File: config.mk
export PLATFORM = sky130hd
export DESIGN_NAME = instr_fetch_unit
export DESIGN_NICKNAME = d
export VERILOG_FILES = /design/src/rtl/cpu_defs_pkg.sv /design/src/rtl/instr_len_decode.sv /design/src/rtl/instr_fetch_unit.sv
export SDC_FILE = /design/constraint.sdc
export NUM_CORES = 1
export LEC_CHECK = 0
export CORE_MARGIN = 2
export CORE_UTILIZATION = 48
export CTS_CLUSTER_DIAMETER = 200
export DETAILED_ROUTE_END_ITERATION = 8
export PLACE_DENSITY = 0.82
export SKIP_CTS_REPAIR_TIMING = 1
export SLEW_MARGIN = 20
export SYNTH_ARGS = -nofsm -noshare
export SYNTH_HDL_FRONTEND = slang
export SYNTH_SLANG_ARGS = --single-unit
File: constraint.sdc
create_clock -name clk -period 11.1 [get_ports clk]
set_input_delay 2.775 -clock clk [delete_from_list [all_inputs] [get_ports clk]]
set_output_delay 2.775 -clock clk [all_outputs]
set_load 0.05 [all_outputs]
File: src/rtl/cpu_defs_pkg.sv
// Shared CPU definitions: bus widths, opcode map, fetch-state encoding and the
// instruction-length rule used by both the fetch unit and the controller.
package cpu_defs_pkg;

    localparam int ADDR_W = 13;
    localparam int DATA_W = 8;

    localparam logic [2:0] OP_LDA = 3'b000;
    localparam logic [2:0] OP_STA = 3'b001;
    localparam logic [2:0] OP_ADA = 3'b010;
    localparam logic [2:0] OP_ANA = 3'b011;
    localparam logic [2:0] OP_REG = 3'b100;
    localparam logic [2:0] OP_JMP = 3'b110;
    localparam logic [2:0] OP_LDI = 3'b111;

    typedef enum logic [2:0] {
        REQ0  = 3'd0,
        CAP0  = 3'd1,
        REQ1  = 3'd2,
        CAP1  = 3'd3,
        VALID = 3'd4
    } fetch_state_t;

    // Memory-reference ops (top bit clear) and jumps carry a 13-bit operand byte pair.
    function automatic logic is_two_byte(input logic [DATA_W-1:0] byte0);
        return (byte0[DATA_W-1] == 1'b0) || (byte0[DATA_W-1 -: 3] == OP_JMP);
    endfunction

endpackage

File: src/rtl/instr_len_decode.sv
// Combinational opcode-byte to instruction-length decode; shared with the
// controller so both sides agree on which instructions carry a second byte.
module instr_len_decode
    import cpu_defs_pkg::*;
(
    input  logic [DATA_W-1:0] byte0_i,
    output logic              len2_o
);

    assign len2_o = is_two_byte(byte0_i);

endmodule

File: src/rtl/instr_fetch_unit.sv
// Fetch stage: owns the PC, reads one or two bytes from byte-wide memory and
// presents a packed instruction to the controller over valid/ready.
//
// Handshake: instr_valid is high exactly while the FSM sits in VALID and the
// outputs are frozen there; a cycle with instr_valid && instr_ready transfers
// the instruction. instr_ready is ignored outside VALID. pc_load overrides all
// of this and counts as consuming whatever is being presented.
module instr_fetch_unit #(
    parameter int                ADDR_W   = cpu_defs_pkg::ADDR_W,
    parameter int                DATA_W   = cpu_defs_pkg::DATA_W,
    parameter logic [ADDR_W-1:0] RESET_PC = '0
) (
    input  logic                     clk,
    input  logic                     rst,
    input  logic                     fetch_en,
    output logic                     mem_read,
    output logic [ADDR_W-1:0]        mem_addr,
    input  logic [DATA_W-1:0]        mem_rdata,
    output logic                     instr_valid,
    input  logic                     instr_ready,
    output logic [2*DATA_W-1:0]      instr_word,
    output logic                     instr_len2,
    output logic [ADDR_W-1:0]        instr_pc,
    input  logic                     pc_load,
    input  logic [ADDR_W-1:0]        pc_load_addr,
    output cpu_defs_pkg::fetch_state_t dbg_state_o
);

    import cpu_defs_pkg::*;

    fetch_state_t          state_q, state_d;
    logic [ADDR_W-1:0]     pc_q, pc_d;
    logic [2*DATA_W-1:0]   word_q, word_d;
    logic                  len2_q, len2_d;
    logic [ADDR_W-1:0]     ipc_q, ipc_d;
    logic                  rdata_len2;

    instr_len_decode u_len_decode (
        .byte0_i (mem_rdata),
        .len2_o  (rdata_len2)
    );

    always_ff @(posedge clk or posedge rst) begin
        if (rst) begin
            state_q <= REQ0;
            pc_q    <= RESET_PC;
            word_q  <= '0;
            len2_q  <= 1'b0;
            ipc_q   <= '0;
        end else begin
            state_q <= state_d;
            pc_q    <= pc_d;
            word_q  <= word_d;
            len2_q  <= len2_d;
            ipc_q   <= ipc_d;
        end
    end

    // The read strobe is combinational from REQ states so that memory data is
    // ready to capture in the immediately following CAP cycle.
    always_comb begin
        state_d  = state_q;
        pc_d     = pc_q;
        word_d   = word_q;
        len2_d   = len2_q;
        ipc_d    = ipc_q;
        mem_read = 1'b0;
        mem_addr = '0;

        if (pc_load) begin
            state_d = REQ0;
            pc_d    = pc_load_addr;
        end else begin
            case (state_q)
                REQ0: begin
                    if (fetch_en) begin
                        mem_read = 1'b1;
                        mem_addr = pc_q;
                        ipc_d    = pc_q;
                        state_d  = CAP0;
                    end
                end
                CAP0: begin
                    word_d  = {mem_rdata, {DATA_W{1'b0}}};
                    len2_d  = rdata_len2;
                    pc_d    = pc_q + 1'b1;
                    state_d = rdata_len2 ? REQ1 : VALID;
                end
                REQ1: begin
                    if (fetch_en) begin
                        mem_read = 1'b1;
                        mem_addr = pc_q;
                        state_d  = CAP1;
                    end
                end
                CAP1: begin
                    word_d[DATA_W-1:0] = mem_rdata;
                    pc_d               = pc_q + 1'b1;
                    state_d            = VALID;
                end
                VALID: begin
                    if (instr_ready) begin
                        state_d = REQ0;
                    end
                end
                default: state_d = REQ0;
            endcase
        end

        // Keep the bus quiet while reset is held even though the state is REQ0.
        if (rst) begin
            mem_read = 1'b0;
            mem_addr = '0;
        end
    end

    assign instr_valid = (state_q == VALID);
    assign instr_word  = word_q;
    assign instr_len2  = len2_q;
    assign instr_pc    = ipc_q;
    assign dbg_state_o = state_q;

endmodule
== Word level (Yosys, flattened, before mapping) ==
Index checks and enable logic that the tools add are counted.
Word-level totals
  register bits: 46
  input port bits: 26
  output and inout port bits: 48
  logic and storage cells: 44
Cells by class
  add/subtract/negate cells: 1
  equal/unequal tests: 8
  muxes and demuxes: 17
  bitwise operators: 2
  reduce and logical (&&, ||, !) cells: 10
Operators by type and width (count)
  2-to-1 mux 13 bit: 6
  case mux 8 bit (2 select lines): 1
  2-to-1 mux 3 bit: 5
  case mux 3 bit (5 select lines): 1
  adder 13 x 1 -> 13 bit, second input constant: 1
  equality test 3 x 2 -> 1 bit, second input constant: 2
  equality test 3 bit, second input constant: 2
  inequality test 3 bit, second input constant: 2
  AND reduction 3 bit: 2
  2-to-1 mux 1 bit: 4
  AND reduction 2 bit: 2
  nonzero test 2 bit: 2
  OR reduction 2 bit: 2
  equality test 3 x 1 -> 1 bit, second input constant: 1
  logical NOT 3 bit: 1
  inequality test 3 x 1 -> 1 bit, second input constant: 1
  NOT 1 bit: 2
  logical OR 1 bit: 1

== Depth between registers and ports, before layout ==
Gate-level depths: netlist of the first run.
  depth after elaboration: 5
  depth in mapped cells: 5
  gate-level depth less buffers: 5

== Modules after synthesis ==
A second synthesis of the first run with hierarchy kept.
Unflattened totals
  cell total of the unflattened synthesis: 197
  area, all modules: 2182.1 µm²
By module, submodules not included
  instr_fetch_unit: times used 1, cells an instance 195, area each 2169.6 µm², sequential area each 1151.1 µm²
  instr_len_decode: times used 1, cells an instance 2, area each 12.5 µm², sequential area each 0.0 µm²

== Worst setup path before layout of the first run ==
OpenSTA, ideal clock, no wires.
  path type: input-to-output
  start point: in rst
  end point: out mem_addr[10]
  data arrival time: 5025 ps
  data required time: 8325 ps
  path slack: 3300 ps
  stages: 3
  path buffers: 1
  cells stage by stage: inv_1 -> clkbuf_1 -> and3_1
Between the ends
  longest elaborated chain between the ends: 1
RTL lines
  start, declared: line instr_fetch_unit.sv:14  | input logic rst,
  2-to-1 mux 13 bit: line instr_fetch_unit.sv:111  | if (rst) begin
  end, declared: line instr_fetch_unit.sv:17  | output logic [ADDR_W-1:0] mem_addr,
No other way between the ends.

== Worst setup path in the final report of the first run ==
  start point: in pc_load
  end point: out mem_addr[6]
Between the ends
  longest elaborated chain between the ends: 2
RTL lines
  start, declared: line instr_fetch_unit.sv:24  | input logic pc_load,
  2-to-1 mux 13 bit: line instr_fetch_unit.sv:70  | if (pc_load) begin
  2-to-1 mux 13 bit: line instr_fetch_unit.sv:111
No other way between the ends.

==> flow_summary_export.csv, run 1 <==
group,metric,value,unit
yosys,synthTopCellsByCount,"46 x dfrtp_1, 30 x nand2_1, 22 x mux2_2, 21 x o21ai_0, 15 x and3_1",
placement,place_area,2870,um2
floorplan,die_area,4920,um2
global_routing,grt_pass1_vias,1510,
floorplan,rows,24,
placement,detailed_place_hpwl,3300,um
final_layout,n_antenna_cell,0,
global_routing,grt_usage,20.1,%
power_and_ir_drop,ir_drop,0.000102,V
yosys,synth_edf_count,0,
worst_setup_path,cp_data_required_time,8330,ps
sta,worst_slew_margin_rel,51.2,%
route,post_drt_via_cell_ratio,5.12,
yosys,yosys_warnings,0,
sta,fin_skew,9.95,ps
global_routing,antenna_found_initial,0,
worst_setup_path,crit_type,"primary input to primary output",
sta,setup_viol,0,
global_routing,grt_max_degree,61,
yosys,yosysTopAreaCell,"dfrtp_1",
final_layout,drive_gt1_share,12.9,%
status,status,"finished, final reports clean",
yosys,synth.most_common_cell,"dfrtp_1",
route,dr_total_vias,1612,
route,routedWlPerCell,14.7,um
clock_tree,cts_made_buffers,5,
clock_tree,clock_latency,300,ps
hold_path,hold_path_class,"flop to flop",
yosys,synth.top_cell.area_share,54.8,%
yosys,yosys_most_used_dff,"dfrtp_1",
yosys,yosysSeqAreaShare,54.8,%
yosys,syn_inst,189,
sta,fin_crit_sh,70.7,%
power_and_ir_drop,power_density,173,nW/um2
worst_setup_path,slowest_delay,810,ps
yosys,ys_top_cells_by_area,"dfrtp_1 55%, mux2_2 12%, nand2_1 5.4%, o21ai_0 5.0%, and3_1 4.5%",
yosys,synth-async-reset-ratio,100,%
route,drt_pass1_iterations,5,
sta,max_freq,127,MHz
floorplan,start_util,48.9,%
route,drc,0,
placement,gp_congestion,0.785,
final_layout,area_growth,41.6,%
sta,report.final.slew_viol_count,0,
floorplan,ios,74,
route,routed_wl,4630,um
worst_setup_path,worst_ep_arrival_time,5080,ps
final_layout,finalNetCount,289,
worst_setup_path,start_kind,"primary input",
global_routing,grt_pass1_wl,7650,um
clock_tree,clock_path_buffers,2,
yosys,synth_cell_types,28,
worst_setup_path,crit_fanout,30,
clock_tree,root_buffer,"clkbuf_8",
worst_setup_path,crit_path_top_delay_cell,"clkdlybuf4s50_1",
clock_tree,h-tree-depth,2,
run,max_cap_viol_count,0,
route,ant_nets,0,
sta,tns,0,ps
worst_setup_path,crit_chain,"clkdlybuf4s50_1 > buf_4 > nor4b_4 > and3_1 > clkdlybuf4s50_1",
yosys,yosys_register_bits,46,
sta,fin_crit,7850,ps
global_routing,overflow,0,
clock_tree,clock_sinks,46,
final_layout,final_design_area_no_fill,2970,um2
power_and_ir_drop,leakage,1.27,nW
clock_tree,cts_tree,"built",
worst_setup_path,cp_num_buf_inv,3,
placement,port_buffers,73,
worst_setup_path,cp_common_cell,"clkdlybuf4s50_1",
clock_tree,path_clk_slew,80,ps
floorplan,fp.dieH,70.1,um
worst_setup_path,crit_path_end_kind,"primary output",
worst_setup_path,crit_family,"buffers and inverters",
yosys,synth_nets,216,
sta,hold_viol,0,
floorplan,die_w,70.1,um
sta,tightest_slew,730,ps
route,drt-initial-drc-count,95,
sta,rsz0062_at_grt,"false",
yosys,syn-cell-area,2100,um2
floorplan,coreArea,4290,um2
yosys,avgSynthCellArea,11.1,um2
worst paths after layout:
| kind | start | end | slack (ps) | cells past startpoint |
|---|---|---|---|---|
| max in group asynchronous | rst | instr_word[12] | 7700 | 3 |
| setup reg to reg | dbg_state_o[1] | instr_pc[1] | 9190 | 3 |
| setup / recovery | pc_load | mem_addr[6] | 3250 | 5 |
| hold reg to reg | instr_word[7] | instr_word[7] | 490 | 2 |
| hold / removal | instr_word[7] | instr_word[7] | 490 | 2 |
| min in group asynchronous | rst | pc_q[0] | 2970 | 3 |
power breakdown:
part           switching (mW)  internal (mW)  leakage, nW  total, mW
Sequential             0.0194          0.195        0.573      0.215
Clock                  0.0533         0.0502       0.0482      0.104
Combinational           0.122         0.0737        0.653      0.196
final cells by class:
type | instances | area (um2)
Multi-Input combinational cell | 132 | 912
Tap cell | 52 | 65.1
Inverter | 2 | 7.51
Timing Repair Buffer | 75 | 746
Clock buffer | 7 | 86.3
Clock inverter | 1 | 5.00
Sequential cell | 46 | 1150
Fill cell | 321 | 1320
routing by layer:
layer  track usage [%]  vias to the layer above  wire, um
met5                 0                        -         0
met4              8.76                        0        88
met3              3.90                        8       201
met2              30.2                       44      2170
met1              28.6                      763      2170
li1                  -                      797         -
cell usage in the layout, fill, tap and decap left out, types with 2 or more instances in the layout:
cell | Yosys | routed
nand2_1 | 30 | 30
clkbuf_8 | 0 | 6
dfrtp_1 | 46 | 46
a21oi_1 | 2 | 2
xor2_1 | 9 | 9
and4_1 | 2 | 2
clkdlybuf4s50_1 | 0 | 73
xnor2_1 | 3 | 3
nand3_1 | 6 | 6
and3_1 | 15 | 15
nor4b_4 | 1 | 2
nand4_1 | 3 | 3
o21ai_0 | 21 | 21
and4b_1 | 2 | 2
nor2_1 | 3 | 3
and2_1 | 2 | 2
buf_4 | 0 | 2
mux2_2 | 22 | 22
nand2b_1 | 2 | 2
logic make-up (layout without fill, tap and decap cells):
family / count (synthesis) / after routing / synth area share, %
fa+ha+maj: 1 / 1 / 0.596
xor+xnor: 12 / 12 / 5.01
compound gates: 25 / 25 / 6.20
buf+inv: 11 / 85 / 2.15
mux: 23 / 23 / 12.3
flops: 46 / 46 / 54.8
simple gates: 71 / 71 / 19.0
flip-flops by register name, summed over array words and instances, names as in the netlist:
register     flops
dbg_state_o      3
instr_pc        13
instr_len2       1
instr_word      16
pc_q            13
tightest hold or removal path: stages (launching register included):
cell	delay, ps
dfrtp_1	350
nand2_1	50
o21ai_0	60
metrics by stage:
step,setup WS [ps],power [mW],util (%),std cells,hold slack (ps)
after floorplan,3300,0.343,-,189,515
after global placement,3010,0.412,66.9,307,464
after detailed placement,2950,0.415,66.9,307,473
after CTS,2950,0.518,69.0,315,492
after global routing,3120,0.536,69.2,315,526
final,3250,0.514,69.2,315,486
No activity file was read; power rests on OpenSTA's default activity.
==> run 2, diff against run 1 <==
CORE_UTILIZATION = 45   (was 48)
PLACE_DENSITY = 0.77   (was 0.82)
clock period = 8.2 ns   (was 11.1 ns; I/O delays follow)
==> run 2 against run 1 <==
  * Critical path depth unchanged
  * First-iteration DRC count grew 16%
  * Routed wire length up 3.9%
  * Core utilization down 1.5 points
  * Sequential share of layout area fell by 0.24 points
  * Final cell count stayed put
  * Hold slack got worse by 2.1 ps
  * Sequential power up 35%
  * Largest cell class unchanged
  * Largest power group unchanged
  * Highest routed layer unchanged
==> flow_summary_export.csv, run 2 (synthesized netlist as in run 1, its figures left out) <==
group,metric,value,unit
hold_path,hold_path_end,"instr_word[6]",
final_layout,final_design_area_no_fill,2990,um2
worst_setup_path,cp_data_required_time,6150,ps
worst_setup_path,cp_common_cell,"clkdlybuf4s50_1",
clock_tree,clock_latency,300,ps
route,routedWlPerCell,15.3,um
floorplan,die_w,72.3,um
worst_setup_path,worst_ep_arrival_time,4370,ps
route,routed_wl,4810,um
global_routing,grt_pass1_vias,1601,
final_layout,layout_commonest_cell,"clkdlybuf4s50_1",
global_routing,grt_usage,19.6,%
sta,report.final.slew_viol_count,0,
power_and_ir_drop,ir_drop,0.000143,V
route,post_drt_via_cell_ratio,5.30,
floorplan,rows,24,
global_routing,antenna_found_initial,0,
sta,max_freq,156,MHz
route,drt-initial-drc-count,110,
floorplan,start_util,47.6,%
worst_setup_path,worstReg2RegStart,"dbg_state_o[1]",
run,max_cap_viol_count,0,
worst_setup_path,start_kind,"primary input",
floorplan,fp.dieH,72.3,um
final_layout,fillers,348,
clock_tree,clock_sinks,46,
sta,fin_skew,9.50,ps
global_routing,overflow,0,
final_layout,area_growth,42.5,%
route,drc,0,
clock_tree,clock_path_buffers,2,
clock_tree,path_clk_slew,80,ps
sta,hold_viol,0,
worst_setup_path,ff2ff_path_depth,3,
power_and_ir_drop,leakage,1.28,nW
final_layout,largest_register_ffs,16,
hold_path,whs_path_depth,2,
sta,worst_slew_margin_rel,52.2,%
final_layout,finalNetCount,289,
worst_setup_path,r2r_setup_slack,6310,ps
final_layout,drive_gt1_share,12.9,%
status,status,"finished, final reports clean",
worst_setup_path,crit_path_end_kind,"primary output",
worst_setup_path,crit_path_top_delay_cell,"clkdlybuf4s50_1",
sta,fin_crit,6420,ps
clock_tree,h-tree-depth,2,
global_routing,grt_max_degree,42,
sta,tightest_slew,715,ps
route,ant_nets,0,
worst_setup_path,crit_chain,"clkdlybuf4s50_1 > buf_4 > nor4b_4 > and3_1 > clkdlybuf4s50_1",
sta,tns,0,ps
route,drt_pass1_iterations,4,
sta,fin_crit_sh,78.3,%
clock_tree,cts_made_buffers,5,
sta,setup_viol,0,
hold_path,min_from,"instr_word[6]",
route,dr_total_vias,1668,
worst_setup_path,crit_fanout,30,
final_layout,mostFrequentLayoutCells,"73 x clkdlybuf4s50_1, 46 x dfrtp_1, 30 x nand2_1, 22 x mux2_2, 21 x o21ai_0",
power_and_ir_drop,power_density,242,nW/um2
placement,place_area,2870,um2
floorplan,ios,74,
floorplan,die_area,5230,um2
clock_tree,root_buffer,"clkbuf_8",
placement,port_buffers,73,
clock_tree,cts_tree,"built",
placement,gp_congestion,0.790,
floorplan,coreArea,4410,um2
worst_setup_path,crit_type,"primary input to primary output",
placement,detailed_place_hpwl,3450,um
final_layout,n_antenna_cell,0,
global_routing,grt_pass1_wl,7810,um
worst_setup_path,worstReg2RegEnd,"instr_pc[6]",
hold_path,hold_path_class,"flop to flop",
worst_setup_path,slowest_delay,810,ps
sta,rsz0062_at_grt,"false",
[run 2: layout make-up]
type / instances / area [um2] / area share, %
repair buffers: 75 / 746 / 24.9
clock inverters: 2 / 37.5 / 1.25
multi-input cells: 132 / 912 / 30.5
clock buffers: 6 / 72.6 / 2.43
flip-flops and latches: 46 / 1150 / 38.5
well taps: 52 / 65.1 / 2.17
inverters: 2 / 7.51 / 0.251
[run 2: worst max-delay path, delay by kind of cell]
kind / cells / cell delay, ps
buffers and inverters: 3 / 1440
AND/OR/NAND/NOR: 2 / 860
[run 2: power by group]
part / leakage (nW) / internal [mW] / total [mW] / switching, mW
logic: 0.653 / 0.0997 / 0.266 / 0.167
clock network: 0.0514 / 0.0909 / 0.165 / 0.0745
registers: 0.573 / 0.265 / 0.291 / 0.0267
[run 2: through the flow]
stage / cells / power (mW) / hold slack [ps] / setup WS [ps] / utilization [%]
after CTS: 315 / 0.728 / 494 / 1470 / 67.6
after detailed placement: 307 / 0.563 / 475 / 1470 / 65.1
final: 315 / 0.723 / 483 / 1780 / 67.8
after global routing: 315 / 0.752 / 521 / 1630 / 67.8
after global placement: 307 / 0.559 / 467 / 1530 / 65.1
after floorplan: 189 / 0.465 / 515 / 1850 / -
[run 2: worst max path at each step]
stage / slack (ps) / start / end
after global placement: 1530 / pc_load / mem_addr[12]
after global routing: 1630 / pc_load / mem_addr[0]
after floorplan: 1850 / rst / mem_addr[10]
after detailed placement: 1470 / pc_load / mem_addr[7]
final: 1780 / pc_load / mem_addr[7]
after CTS: 1470 / pc_load / mem_addr[7]
[run 2: per-layer routing]
layer / GRT usage, % / vias to the layer above / part of all wire (%)
li1: - / 806 / -
met1: 27.3 / 806 / 47
met2: 30.7 / 45 / 47
met3: 3.47 / 11 / 4.3
met4: 7.34 / 0 / 1.6
met5: 0 / - / 0
==> run 3, diff against run 2 <==
CORE_UTILIZATION = 40   (was 45)
PLACE_DENSITY = 0.72   (was 0.77)
clock period = 5.36 ns   (was 8.2 ns; I/O delays follow)
==> run 3 against run 2 <==
  * Final cell count is 5.4% higher
  * Setup slack worse by 690 ps
  * Register-to-register slack worse by 2800 ps
  * Via count is 3.2% lower
  * Highest routed layer unchanged
  * Sequential power is 53% higher
  * Core utilization is 6.2 points lower
  * Sequential cell count stayed put
==> flow_summary_export.csv, run 3 (synthesized netlist as in run 1, its figures left out) <==
group,metric,value,unit
status,status,"finished, final reports clean",
route,drt_pass1_iterations,4,
global_routing,overflow,0,
sta,fin_crit,4260,ps
clock_tree,h-tree-depth,2,
sta,fin_skew,4.91,ps
worst_setup_path,cp_data_required_time,4020,ps
route,routedWlPerCell,14.7,um
power_and_ir_drop,leakage,1.34,nW
placement,gp_congestion,0.782,
worst_setup_path,crit_type,"primary input to primary output",
sta,hold_viol,0,
global_routing,grt_max_degree,35,
route,drc,0,
worst_setup_path,crit_cells,5,
hold_path,whs_path_depth,2,
floorplan,die_area,5840,um2
power_and_ir_drop,p_total,1.06,mW
sta,fin_crit_sh,79.6,%
power_and_ir_drop,ir_drop,0.000235,V
global_routing,grt_usage,17.7,%
worst_setup_path,slowest_delay,500,ps
floorplan,start_util,41.4,%
route,routed_wl,4880,um
final_layout,area_growth,48.9,%
route,drt-initial-drc-count,80,
sta,max_freq,235,MHz
worst_setup_path,r2r_setup_slack,3470,ps
floorplan,ios,74,
placement,port_buffers,73,
clock_tree,clock_path_buffers,2,
worst_setup_path,worst_ep_arrival_time,2920,ps
sta,tightest_slew,681,ps
floorplan,coreArea,5070,um2
placement,detailed_place_hpwl,3650,um
sta,worst_slew_margin_rel,54.5,%
sta,rsz0062_at_grt,"false",
worst_setup_path,crit_chain,"clkdlybuf4s50_1 > nor4b_2 > buf_4 > and3_1 > buf_12",
final_layout,drive_gt1_share,18.3,%
clock_tree,root_buffer,"clkbuf_8",
clock_tree,path_clk_slew,80,ps
power_and_ir_drop,power_density,341,nW/um2
final_layout,finalNetCount,290,
worst_setup_path,start_kind,"primary input",
clock_tree,clock_sinks,46,
clock_tree,clock_latency,290,ps
route,ant_nets,0,
worst_setup_path,cp_num_buf_inv,3,
worst_setup_path,crit_fanout,8,
worst_setup_path,crit_path_top_delay_cell,"nor4b_2",
floorplan,die_w,76.5,um
clock_tree,cts_tree,"built",
worst_setup_path,crit_path_end_kind,"primary output",
worst_setup_path,ff2ff_path_depth,3,
route,dr_total_vias,1615,
clock_tree,cts_made_buffers,5,
run,max_cap_viol_count,0,
route,post_drt_via_cell_ratio,4.86,
final_layout,mostFrequentLayoutCells,"59 x clkdlybuf4s50_1, 46 x dfrtp_1, 30 x nand2_1, 22 x mux2_2, 21 x o21ai_0",
global_routing,antenna_found_initial,0,
floorplan,rows,26,
final_layout,layout_commonest_cell,"clkdlybuf4s50_1",
sta,tns,0,ps
global_routing,grt_pass1_vias,1601,
final_layout,n_antenna_cell,0,
worst_setup_path,crit_family,"buffers and inverters",
global_routing,grt_pass1_wl,8140,um
sta,report.final.slew_viol_count,0,
final_layout,largest_register_ffs,16,
hold_path,hold_path_class,"flop to flop",
sta,setup_viol,0,
floorplan,fp.dieH,76.5,um
==> run 3: cell types whose count changed in the layout (fill, tap and decap cells not counted) <==
cell             delta
clkinvlp_4          -1
clkdlybuf4s50_1    -14
buf_4               +1
nor4b_2             +1
clkbuf_1            -1
clkbuf_8            +1
buf_12             +14
nor4b_4             -1
bufinv_16           -1
==> run 3: stage by stage <==
stage                     setup slack (ps)  cell area, um2  std cells  util [%]  hold WS (ps)
after detailed placement              1120            3040        326      60.0           479
after global placement                1160            3040        326      60.0           462
after floorplan                        430            2100        189         -           515
final                                 1100            3130        332      61.6           492
after CTS                             1100            3130        332      61.6           497
after global routing                  1010            3130        332      61.6           524
==> run 3: area by class of cell <==
type | count | area [um2]
multi-input cells | 132 | 903
clock buffers | 6 | 82.6
fillers | 444 | 1950
well taps | 70 | 87.6
flip-flops and latches | 46 | 1150
inverters | 2 | 7.51
repair buffers | 76 | 893
==> run 3: power by group <==
| part | internal, mW | leakage [nW] | switching, mW |
|---|---|---|---|
| Sequential | 0.405 | 0.573 | 0.0408 |
| Combinational | 0.159 | 0.720 | 0.255 |
| Clock | 0.0995 | 0.0431 | 0.106 |
| Total | 0.663 | 1.34 | 0.402 |
==> run 3: worst min-delay path: cells and delay by family, from the launching register on <==
kind	cells	cell delay (ps)
flops	1	350
compound gates	1	60
simple gates	1	50
==> run 3: path summary, 6_finish.rpt <==
check | start | endpoint
setup / recovery | pc_load | mem_addr[10]
hold / removal | instr_word[3] | instr_word[3]
setup reg to reg | dbg_state_o[1] | instr_pc[12]
hold reg to reg | instr_word[3] | instr_word[3]
max in group asynchronous | rst | instr_word[10]
min in group asynchronous | rst | pc_q[2]
==> run 3: metal layers <==
layer | vias up | share of wire (%) | global-route usage, % | wire length [um]
li1 | 803 | - | - | -
met1 | 776 | 45 | 23.3 | 2200
met2 | 32 | 50 | 29.0 | 2450
met3 | 4 | 3.9 | 4.38 | 191
met4 | 0 | 0.86 | 5.45 | 42
met5 | - | 0 | 0 | 0
